File: config.mk
export PLATFORM = sky130hd
export DESIGN_NAME = dynpostsubdiv_flat
export DESIGN_NICKNAME = d
export VERILOG_FILES = /design/src/rtl/dynpostsubdiv_pkg.sv /design/src/rtl/dynpostsubdiv_if.sv /design/src/rtl/dynpostsubdiv_step.sv /design/src/rtl/dynpostsubdiv.sv /design/src/flat_wrapper.sv
export SDC_FILE = /design/constraint.sdc
export NUM_CORES = 1
export LEC_CHECK = 0
export CELL_PAD_IN_SITES_DETAIL_PLACEMENT = 0
export CELL_PAD_IN_SITES_GLOBAL_PLACEMENT = 2
export CORE_MARGIN = 5
export CORE_UTILIZATION = 34
export DETAILED_ROUTE_END_ITERATION = 16
export GPL_TIMING_DRIVEN = 0
export PLACE_DENSITY = 0.8
export RECOVER_POWER = 100
export SLEW_MARGIN = 25
export SYNTH_ARGS = -nofsm -noshare
export SYNTH_HDL_FRONTEND = slang
export SYNTH_SLANG_ARGS = --single-unit
File: constraint.sdc
create_clock -name clk -period 6.67 [get_ports clk]
set_input_delay 1.334 -clock clk [delete_from_list [all_inputs] [get_ports clk]]
set_output_delay 1.334 -clock clk [all_outputs]
set_load 0.005 [all_outputs]
File: src/rtl/dynpostsubdiv_pkg.sv
// Shared types and width helpers for the post-add/sub restoring divider.
// The top-level honours the optional macro DYNPOSTSUBDIV_DZ_SAT_EN.
package dynpostsubdiv_pkg;

    localparam logic [2:0] ENC_IDLE = 3'd0;
    localparam logic [2:0] ENC_PRE  = 3'd1;
    localparam logic [2:0] ENC_DIV  = 3'd2;
    localparam logic [2:0] ENC_FIX  = 3'd3;
    localparam logic [2:0] ENC_DONE = 3'd4;

    typedef enum logic [2:0] {
        S_IDLE = ENC_IDLE,
        S_PRE  = ENC_PRE,
        S_DIV  = ENC_DIV,
        S_FIX  = ENC_FIX,
        S_DONE = ENC_DONE
    } state_e;

    // Sign bit of the saturated quotient; the remaining bits are its complement.
    localparam logic SAT_POS_SIGN = 1'b0;
    localparam logic SAT_NEG_SIGN = 1'b1;

    function automatic int dvd_width(input int sizein);
        return 2 * sizein + 2;
    endfunction

    function automatic int quo_width(input int sizein);
        return 2 * sizein + 3;
    endfunction

    function automatic int cnt_width(input int sizein);
        return $clog2(dvd_width(sizein));
    endfunction

endpackage

File: src/rtl/dynpostsubdiv_if.sv
// Operand/result handshake bundle for dynpostsubdiv.
interface dynpostsubdiv_if #(
    parameter int SIZEIN = 16
) ();
    logic                  in_valid;
    logic                  in_ready;
    logic                  subadd;
    logic [2*SIZEIN:0]     p;
    logic [2*SIZEIN:0]     d;
    logic [SIZEIN-1:0]     c;
    logic                  out_valid;
    logic                  out_ready;
    logic [2*SIZEIN+2:0]   quotient;
    logic [SIZEIN-1:0]     remainder;
    logic                  div_zero;

    modport slave (
        input  in_valid, subadd, p, d, c, out_ready,
        output in_ready, out_valid, quotient, remainder, div_zero
    );

    modport master (
        output in_valid, subadd, p, d, c, out_ready,
        input  in_ready, out_valid, quotient, remainder, div_zero
    );
endinterface

File: src/rtl/dynpostsubdiv_step.sv
// One restoring-division step: shift in a dividend bit, subtract |c| if it fits.
module dynpostsubdiv_step #(
    parameter int SIZEIN = 16
) (
    input  logic [SIZEIN-1:0] rem_i,
    input  logic              bit_i,
    input  logic [SIZEIN-1:0] div_i,
    output logic [SIZEIN-1:0] rem_o,
    output logic              qbit_o
);
    logic [SIZEIN:0] trial;
    logic [SIZEIN:0] diff;

    always_comb begin
        trial  = {rem_i, bit_i};
        diff   = trial - {1'b0, div_i};
        qbit_o = (trial >= {1'b0, div_i});
        // Either branch is below |c|, so the top bit is always zero here.
        rem_o  = qbit_o ? diff[SIZEIN-1:0] : trial[SIZEIN-1:0];
    end
endmodule

File: src/rtl/dynpostsubdiv.sv
// Recovers the operand of a multiply-add: (p -/+ d) / c by sequential restoring division.
// Optional macro DYNPOSTSUBDIV_DZ_SAT_EN saturates the quotient on divide by zero.
module dynpostsubdiv
    import dynpostsubdiv_pkg::*;
#(
    parameter int SIZEIN = 16
) (
    input logic            clk,
    input logic            rst_n,
    input logic            ce,
    dynpostsubdiv_if.slave bus
);
    localparam int PW = 2 * SIZEIN + 1;
    localparam int NB = dvd_width(SIZEIN);
    localparam int QW = quo_width(SIZEIN);
    localparam int CW = cnt_width(SIZEIN);
    localparam logic [CW-1:0] CNT_LAST = CW'(NB - 1);
    localparam logic [QW-1:0] QSAT_POS = {SAT_POS_SIGN, {NB{~SAT_POS_SIGN}}};
    localparam logic [QW-1:0] QSAT_NEG = {SAT_NEG_SIGN, {NB{~SAT_NEG_SIGN}}};

    state_e            state_q, state_d;
    logic [CW-1:0]     cnt_q, cnt_d;
    logic [PW-1:0]     p_q, p_d;
    logic [PW-1:0]     d_q, d_d;
    logic [SIZEIN-1:0] c_q, c_d;
    logic              subadd_q, subadd_d;
    logic              neg_dvd_q, neg_dvd_d;
    logic              neg_c_q, neg_c_d;
    logic              dz_q, dz_d;
    logic [NB-1:0]     dvd_q, dvd_d;
    logic [SIZEIN-1:0] rem_q, rem_d;
    logic [SIZEIN-1:0] divmag_q, divmag_d;
    logic [QW-1:0]     quo_q, quo_d;
    logic [SIZEIN-1:0] remo_q, remo_d;
    logic              dzo_q, dzo_d;
    logic              ovalid_q, ovalid_d;

    logic [NB-1:0]     p_ext, d_ext, dividend, dvd_mag;
    logic [SIZEIN-1:0] c_mag;
    logic [SIZEIN-1:0] step_rem;
    logic              step_qbit;
    logic [QW-1:0]     qpos;

    assign p_ext    = {p_q[PW-1], p_q};
    assign d_ext    = {d_q[PW-1], d_q};
    assign dividend = subadd_q ? (p_ext - d_ext) : (p_ext + d_ext);
    assign dvd_mag  = dividend[NB-1] ? -dividend : dividend;
    assign c_mag    = c_q[SIZEIN-1] ? -c_q : c_q;
    assign qpos     = {1'b0, dvd_q};

    dynpostsubdiv_step #(.SIZEIN(SIZEIN)) u_step (
        .rem_i  (rem_q),
        .bit_i  (dvd_q[NB-1]),
        .div_i  (divmag_q),
        .rem_o  (step_rem),
        .qbit_o (step_qbit)
    );

    always_comb begin
        state_d   = state_q;
        cnt_d     = cnt_q;
        p_d       = p_q;
        d_d       = d_q;
        c_d       = c_q;
        subadd_d  = subadd_q;
        neg_dvd_d = neg_dvd_q;
        neg_c_d   = neg_c_q;
        dz_d      = dz_q;
        dvd_d     = dvd_q;
        rem_d     = rem_q;
        divmag_d  = divmag_q;
        quo_d     = quo_q;
        remo_d    = remo_q;
        dzo_d     = dzo_q;
        ovalid_d  = ovalid_q;

        case (state_q)
            S_IDLE: begin
                if (bus.in_valid) begin
                    p_d      = bus.p;
                    d_d      = bus.d;
                    c_d      = bus.c;
                    subadd_d = bus.subadd;
                    state_d  = S_PRE;
                end
            end
            S_PRE: begin
                neg_dvd_d = dividend[NB-1];
                neg_c_d   = c_q[SIZEIN-1];
                dz_d      = (c_q == '0);
                rem_d     = '0;
                cnt_d     = CNT_LAST;
                // On divide by zero the signed dividend is kept for the saturating remainder.
                if (c_q == '0) begin
                    dvd_d   = dividend;
                    state_d = S_FIX;
                end else begin
                    dvd_d    = dvd_mag;
                    divmag_d = c_mag;
                    state_d  = S_DIV;
                end
            end
            S_DIV: begin
                rem_d = step_rem;
                dvd_d = {dvd_q[NB-2:0], step_qbit};
                if (cnt_q == '0) begin
                    state_d = S_FIX;
                end else begin
                    cnt_d = cnt_q - 1'b1;
                end
            end
            S_FIX: begin
                if (dz_q) begin
`ifdef DYNPOSTSUBDIV_DZ_SAT_EN
                    quo_d  = neg_dvd_q ? QSAT_NEG : QSAT_POS;
                    remo_d = dvd_q[SIZEIN-1:0];
`else
                    quo_d  = '0;
                    remo_d = '0;
`endif
                end else begin
                    quo_d  = (neg_dvd_q ^ neg_c_q) ? -qpos : qpos;
                    remo_d = neg_dvd_q ? -rem_q : rem_q;
                end
                dzo_d    = dz_q;
                ovalid_d = 1'b1;
                state_d  = S_DONE;
            end
            S_DONE: begin
                if (bus.out_ready) begin
                    ovalid_d = 1'b0;
                    state_d  = S_IDLE;
                end
            end
            default: state_d = S_IDLE;
        endcase
    end

    always_ff @(posedge clk) begin
        if (!rst_n) begin
            state_q   <= S_IDLE;
            cnt_q     <= '0;
            p_q       <= '0;
            d_q       <= '0;
            c_q       <= '0;
            subadd_q  <= 1'b0;
            neg_dvd_q <= 1'b0;
            neg_c_q   <= 1'b0;
            dz_q      <= 1'b0;
            dvd_q     <= '0;
            rem_q     <= '0;
            divmag_q  <= '0;
            quo_q     <= '0;
            remo_q    <= '0;
            dzo_q     <= 1'b0;
            ovalid_q  <= 1'b0;
        end else if (ce) begin
            state_q   <= state_d;
            cnt_q     <= cnt_d;
            p_q       <= p_d;
            d_q       <= d_d;
            c_q       <= c_d;
            subadd_q  <= subadd_d;
            neg_dvd_q <= neg_dvd_d;
            neg_c_q   <= neg_c_d;
            dz_q      <= dz_d;
            dvd_q     <= dvd_d;
            rem_q     <= rem_d;
            divmag_q  <= divmag_d;
            quo_q     <= quo_d;
            remo_q    <= remo_d;
            dzo_q     <= dzo_d;
            ovalid_q  <= ovalid_d;
        end
    end

    assign bus.in_ready  = (state_q == S_IDLE);
    assign bus.out_valid = ovalid_q;
    assign bus.quotient  = quo_q;
    assign bus.remainder = remo_q;
    assign bus.div_zero  = dzo_q;

endmodule

File: src/flat_wrapper.sv
// flat-port wrapper written by rule: the top's interface ports become plain ports
module dynpostsubdiv_flat import dynpostsubdiv_pkg::*;
#(
    parameter int SIZEIN = 16
)
  (clk, rst_n, ce, bus_in_valid, bus_subadd, bus_p, bus_d, bus_c, bus_out_ready, bus_in_ready, bus_out_valid, bus_quotient, bus_remainder, bus_div_zero);
  dynpostsubdiv_if #(.SIZEIN(SIZEIN)) bus_i ();
  input logic clk;
  input logic rst_n;
  input logic ce;
  input wire logic [$bits(bus_i.in_valid)-1:0] bus_in_valid;
  input wire logic [$bits(bus_i.subadd)-1:0] bus_subadd;
  input wire logic [$bits(bus_i.p)-1:0] bus_p;
  input wire logic [$bits(bus_i.d)-1:0] bus_d;
  input wire logic [$bits(bus_i.c)-1:0] bus_c;
  input wire logic [$bits(bus_i.out_ready)-1:0] bus_out_ready;
  output wire logic [$bits(bus_i.in_ready)-1:0] bus_in_ready;
  output wire logic [$bits(bus_i.out_valid)-1:0] bus_out_valid;
  output wire logic [$bits(bus_i.quotient)-1:0] bus_quotient;
  output wire logic [$bits(bus_i.remainder)-1:0] bus_remainder;
  output wire logic [$bits(bus_i.div_zero)-1:0] bus_div_zero;
  assign bus_i.in_valid = bus_in_valid;
  assign bus_i.subadd = bus_subadd;
  assign bus_i.p = bus_p;
  assign bus_i.d = bus_d;
  assign bus_i.c = bus_c;
  assign bus_i.out_ready = bus_out_ready;
  assign bus_in_ready = bus_i.in_ready;
  assign bus_out_valid = bus_i.out_valid;
  assign bus_quotient = bus_i.quotient;
  assign bus_remainder = bus_i.remainder;
  assign bus_div_zero = bus_i.div_zero;
  dynpostsubdiv #(.SIZEIN(SIZEIN)) u_core (.clk(clk), .rst_n(rst_n), .ce(ce), .bus(bus_i));
endmodule
# --- Word-level counts from Yosys, hierarchy flattened ---
# Index checks and enable logic that the tools add are counted.
op_classes:
  n_mux: 20
  bitwise_logic: 2
  reduce_logical: 13
  eq_ne: 8
  magnitude_cmp: 1
  addsub: 8
op_table:
  columns: ["op", "count"]
  rows:
  - ["$mux W34", 3]
  - ["$mux W35", 2]
  - ["$pmux W34 S2", 1]
  - ["$mux W16", 4]
  - ["$neg A34 Y35", 1]
  - ["$add A33 B33 Y34", 1]
  - ["$neg A34 Y34", 1]
  - ["$sub A33 B33 Y34", 1]
  - ["$neg A16 Y16", 2]
  - ["$pmux W16 S2", 1]
  - ["$ge A17 B16 Y1", 1]
  - ["$logic_not A16 Y1", 1]
  - ["$sub A16 B16 Y16", 1]
  - ["$pmux W3 S5", 1]
  - ["$pmux W6 S2", 1]
  - ["$reduce_and A3 Y1", 4]
  - ["$mux W3", 3]
  - ["$eq A3 B2 Y1 const B", 2]
  - ["$logic_not A6 Y1", 1]
  - ["$mux W6", 1]
  - ["$ne A2 B2 Y1 const B", 3]
  - ["$reduce_and A2 Y1", 3]
  - ["$sub A6 B1 Y6 const B", 1]
  - ["$reduce_and A4 Y1", 1]
  - ["other kinds (9)", 11]
totals:
  regBits: 214
  input_bits: 88
  wordCells: 68
  output_inout_bits: 54

# --- Depth between registers and ports, before layout ---
depth:
  ltp_word: 6
  ltp_mapped: 23
  mapped_depth_nobuf: 22

# --- Hierarchy ---
# From an unflattened synthesis, not the netlist that was laid out.
hier_totals:
  hier_cells: 1824
  hier_area_um2: 13694.4
modules_own_cells:
  columns: ["mod", "n_inst", "cells_each", "seq_area_each_um2", "area_per_inst_um2"]
  rows:
  - ["dynpostsubdiv", 1, 1668, 4284.1, 12529.5]
  - ["dynpostsubdiv_step", 1, 156, 0.0, 1164.9]

# --- Worst setup path after synthesis ---
# Ideal clock, no wire load.
synth_timing:
  path_type: "register to register"
  startpoint: "register u_core.d_q[6]"
  endpoint: "register u_core.dvd_q[29]"
  slack_ns: 1.828
  required_time_ns: 6.601
  stages_incl_launch_ff: 21
  synth_period_minus_slack_ns: 4.842
  t_arrival_ns: 4.773
  cell_sequence: "dfxtp_1 nor4_1 nand2b_1 nor3_1 and3b_1 and3_1 nand2_1 nor2_1 a21oi_1 xnor2_1 ha_1 clkbuf_1 or2_2 a31o_1 a21o_1 a2111oi_0 or3b_2 or4_1 mux2i_1 a2111oi_0 o21ai_1"
synth_via:
  elab_chain_cells: 6
  elab_cells_between_ends: 7
synth_rtl:
  columns: ["element", "line", "text"]
  rows:
  - ["from (decl)", "dynpostsubdiv.sv:24", "logic [PW-1:0] d_q, d_d;"]
  - ["from (signal assigned)", "dynpostsubdiv.sv:144", "d_q <= '0;"]
  - ["from (signal assigned)", "dynpostsubdiv.sv:161", "d_q <= d_d;"]
  - ["$add A33 B33 Y34 or $sub A33 B33 Y34 (tied branches)", "dynpostsubdiv.sv:46", "assign dividend = subadd_q ? (p_ext - d_ext) : (p_ext + d_ext);"]
  - ["$mux W34 *", "dynpostsubdiv.sv:46", null]
  - ["$neg A34 Y34", "dynpostsubdiv.sv:47", "assign dvd_mag = dividend[NB-1] ? -dividend : dividend;"]
  - ["$mux W34", "dynpostsubdiv.sv:47", null]
  - ["$mux W34 *", "dynpostsubdiv.sv:94", "if (c_q == '0) begin"]
  - ["$pmux W34 S2 *", "dynpostsubdiv.sv:77", "case (state_q)"]
  - ["to (signal assigned)", "dynpostsubdiv.sv:167", "dvd_q <= dvd_d;"]
  - ["to (decl)", "dynpostsubdiv.sv:30", "logic [NB-1:0] dvd_q, dvd_d;"]
# Mark *: on every way between the ends. The rest lies on a longest branch, timed or not.
# A chain may end at the register's enable or synchronous reset.

# --- Worst setup path after layout ---
# Same ends and word-level chain as after synthesis.

==> impl_metrics.env <==
export IMPL_dp_hpwl_um=36100
export IMPL_overflow=0
export IMPL_critPathCaptureType="flop"
export IMPL_vias=13500
export IMPL_dpl_cell_count=2528
export IMPL_start_kind="flop"
export IMPL_die_h_um=212
export IMPL_fin_ws_ps=522
export IMPL_drc_errors=0
export IMPL_dieArea_mm2=0.0451
export IMPL_cp_arrival_ps=6570
export IMPL_final_hold_viol_count=0
export IMPL_crit_slowest_cell="a2111oi_1"
export IMPL_setup_viol=0
export IMPL_p_per_area_mw_per_mm2=288
export IMPL_cts_hold_buf=0
export IMPL_port_buffers=140
export IMPL_pre_cts_ws_ps=304
export IMPL_gr_usage_all_layers=0.196
export IMPL_cts_buffer_depth=3
export IMPL_status="complete, no violations"
export IMPL_initial_utilization=0.342
export IMPL_tritoncts="built"
export IMPL_hp_class="flop to flop"
export IMPL_synthCells=1855
export IMPL_max_freq_mhz=163
export IMPL_cts_root_buf="clkbuf_16"
export IMPL_clk_latency_ps=560
export IMPL_cts_buffers=26
export IMPL_path_clk_slew_ps=60
export IMPL_drv_cap=0
export IMPL_cts_repair_resize_count=0
export IMPL_ys_flop_type="dfxtp_1"
export IMPL_worst_path_buf_inv=3
export IMPL_core_mm2=0.0406
export IMPL_whs_ps=460
export IMPL_placed_area_mm2=0.0160
export IMPL_critPathKind="flop to flop"
export IMPL_htreeDepth=1
export IMPL_row_count=74
export IMPL_area_delta_synth_final_pct=20.9
export IMPL_synthArstFlopShare=0
export IMPL_drive_gt1_frac=0.0406
export IMPL_die_w_um=212
export IMPL_layout_commonest_cell="nand2_1"
export IMPL_n_antenna_cell=0
export IMPL_worst_path_max_fanout=10
export IMPL_stdcell_count=2574
export IMPL_synth_seq_cells=214
export IMPL_seq_area_frac_synth=0.308
export IMPL_antenna_found_initial=0
export IMPL_maxSlewViolCount=0
export IMPL_drt_wl_total_um=45100
export IMPL_synth_distinct_cells=83
export IMPL_synth_edf_count=0
export IMPL_leakage_uw=0.00638
export IMPL_avgSynthCellArea_um2=7.50
export IMPL_cts_setup_buffers=0
export IMPL_skew_ps=22.5
export IMPL_final_area_mm2=0.0168
export IMPL_setup_tns_ps=0
export IMPL_routedWlPerCell_um=17.5
export IMPL_io_pins=142
export IMPL_path_cells="nor4_1 > nand2b_1 > nor3_1 > and3b_1 > and3_1 > nor2_1 > xnor2_1 > ha_1 > clkbuf_1 > nand4_1 > nor2_1 > nand3_1 > a2111oi_4 > o31a_1 > a21o_1 > o31a_1 > nand2_4 > buf_6 > buf_6 > a2111oi_1 > o21ai_1"
export IMPL_fin_nets=2170
export IMPL_grt_max_degree=14
export IMPL_final_cell_mix="279 x nand2_1, 214 x dfxtp_1, 188 x a21oi_1"
export IMPL_detail_route_iter0_violations=750
export IMPL_dr_pass1_iters=5
export IMPL_grt_pass1_vias=12900
export IMPL_ant_nets=0
export IMPL_slowest_delay_ps=610
export IMPL_period_minus_slack_ps=6150
export IMPL_ir_worst_vdd_mv=0.158
export IMPL_worstMarginPinSlew_ps=1010
export IMPL_grt_pass1_wl_um=71700
export IMPL_synth_nets=2001
export IMPL_slew_headroom=0.324
export IMPL_cts_sinks=214
export IMPL_cp_top_family="simple AND/OR/NAND/NOR gates"
export IMPL_min_period_over_period=0.922
export IMPL_place_congestion=0.886
export IMPL_avgViaCountPerCell=5.24
export IMPL_critPathRequiredTime_ps=7090
export IMPL_syn_area_mm2=0.0139
export IMPL_ys_warnings_count=0
==> worst min-delay path: cells and delay by family, from the launching register on <==
kind	cells	cell delay (ps)
simple gates	1	50
flops	1	310
compound gates	1	50
==> sequential cells by signal (all words and copies together) (netlist names) <==
| register | count |
|---|---|
| u_core.bus.quotient | 35 |
| u_core.neg_c_q | 1 |
| u_core.bus.div_zero | 1 |
| u_core.bus.remainder | 16 |
| u_core.divmag_q | 16 |
| u_core.cnt_q | 6 |
| u_core.dvd_q | 34 |
| u_core.state_q | 3 |
| u_core.p_q | 33 |
| u_core.c_q | 16 |
| u_core.dz_q | 1 |
| u_core.neg_dvd_q | 1 |
| u_core.subadd_q | 1 |
| u_core.bus.out_valid | 1 |
| u_core.rem_q | 16 |
| u_core.d_q | 33 |
==> synth_stat cells, types with 5 or more instances <==
library cell	instances	share of area
nand2_1	279	0.075
dfxtp_1	214	0.31
a21oi_1	188	0.068
nor2_1	186	0.050
clkbuf_1	102	0.028
xnor2_1	91	0.057
o21ai_0	87	0.031
nor3_1	60	0.022
ha_1	56	0.050
a22oi_1	49	0.026
inv_1	49	0.013
xor2_1	45	0.028
nand3_1	36	0.013
o31ai_1	27	0.015
or3_1	27	0.012
and3_1	25	0.011
a211oi_1	24	0.013
a21o_1	20	0.011
nor4_1	20	0.0090
mux2i_1	19	0.014
nand2b_1	16	0.0072
nor2b_1	14	0.0063
a31oi_1	13	0.0058
o21a_1	13	0.0070
and2_1	12	0.0054
nand4_1	12	0.0054
or4_1	12	0.0065
a2111oi_2	8	0.0086
o211ai_1	8	0.0043
or2_2	8	0.0036
a2111oi_0	7	0.0044
a211o_1	7	0.0044
o21bai_1	7	0.0038
o41ai_1	7	0.0044
and4_1	6	0.0038
o21ai_1	6	0.0022
buf_1	5	0.0013
nor3b_1	5	0.0027
==> layout make-up <==
class,count,area (µm²)
inverters,49,184
clock inverters,7,96.3
fillers,4281,23800
well taps,532,666
clock buffers,39,759
flip-flops and latches,214,4280
plain buffers,115,460
repair buffers,141,1410
multi-input cells,1477,8970
==> logic make-up after synthesis <==
group | after synthesis | share of synthesized area
compound gates | 520 | 0.241
xor+xnor | 137 | 0.0876
fa+ha+maj | 58 | 0.0532
buf+inv | 164 | 0.0462
flops | 214 | 0.308
mux | 22 | 0.0161
simple gates | 740 | 0.248
==> worst paths after layout <==
path / from / endpoint / slack (ps) / depth (start not counted)
worst max-delay path: u_core.d_q[6]$_SDFFE_PN0P_ / u_core.dvd_q[29]$_SDFFE_PN0P_ / 520 / 21
worst min-delay path: u_core.p_q[10]$_SDFFE_PN0P_ / u_core.p_q[10]$_SDFFE_PN0P_ / 460 / 2
worst max register to register: u_core.d_q[6]$_SDFFE_PN0P_ / u_core.dvd_q[29]$_SDFFE_PN0P_ / 520 / 21
worst min register to register: u_core.p_q[10]$_SDFFE_PN0P_ / u_core.p_q[10]$_SDFFE_PN0P_ / 460 / 2
==> where the power goes <==
part	switching (µW)	leakage (µW)	internal (µW)	total, µW
clock network	563	0.000423	859	1420
registers	90.7	0.00174	1350	1440
logic	1220	0.00423	769	1990
total	1870	0.00638	2980	4850
==> per-layer routing <==
layer  part of all wire  track usage  vias up
li1                   -            -     6972
met1               0.49        0.282     6161
met2               0.45        0.320      294
met3              0.041       0.0229       48
met4              0.018       0.0373        0
met5                  0            0        -
==> stage by stage <==
stage | power (µW) | util
6_report | 4850 | 0.414
3_5_place_dp | 3450 | 0.394
3_3_place_gp | 3440 | 0.393
5_1_grt | 5190 | 0.414
4_1_cts | 4900 | 0.415
2_1_floorplan | 2920 | -
Power figures use the tool's default switching activity.
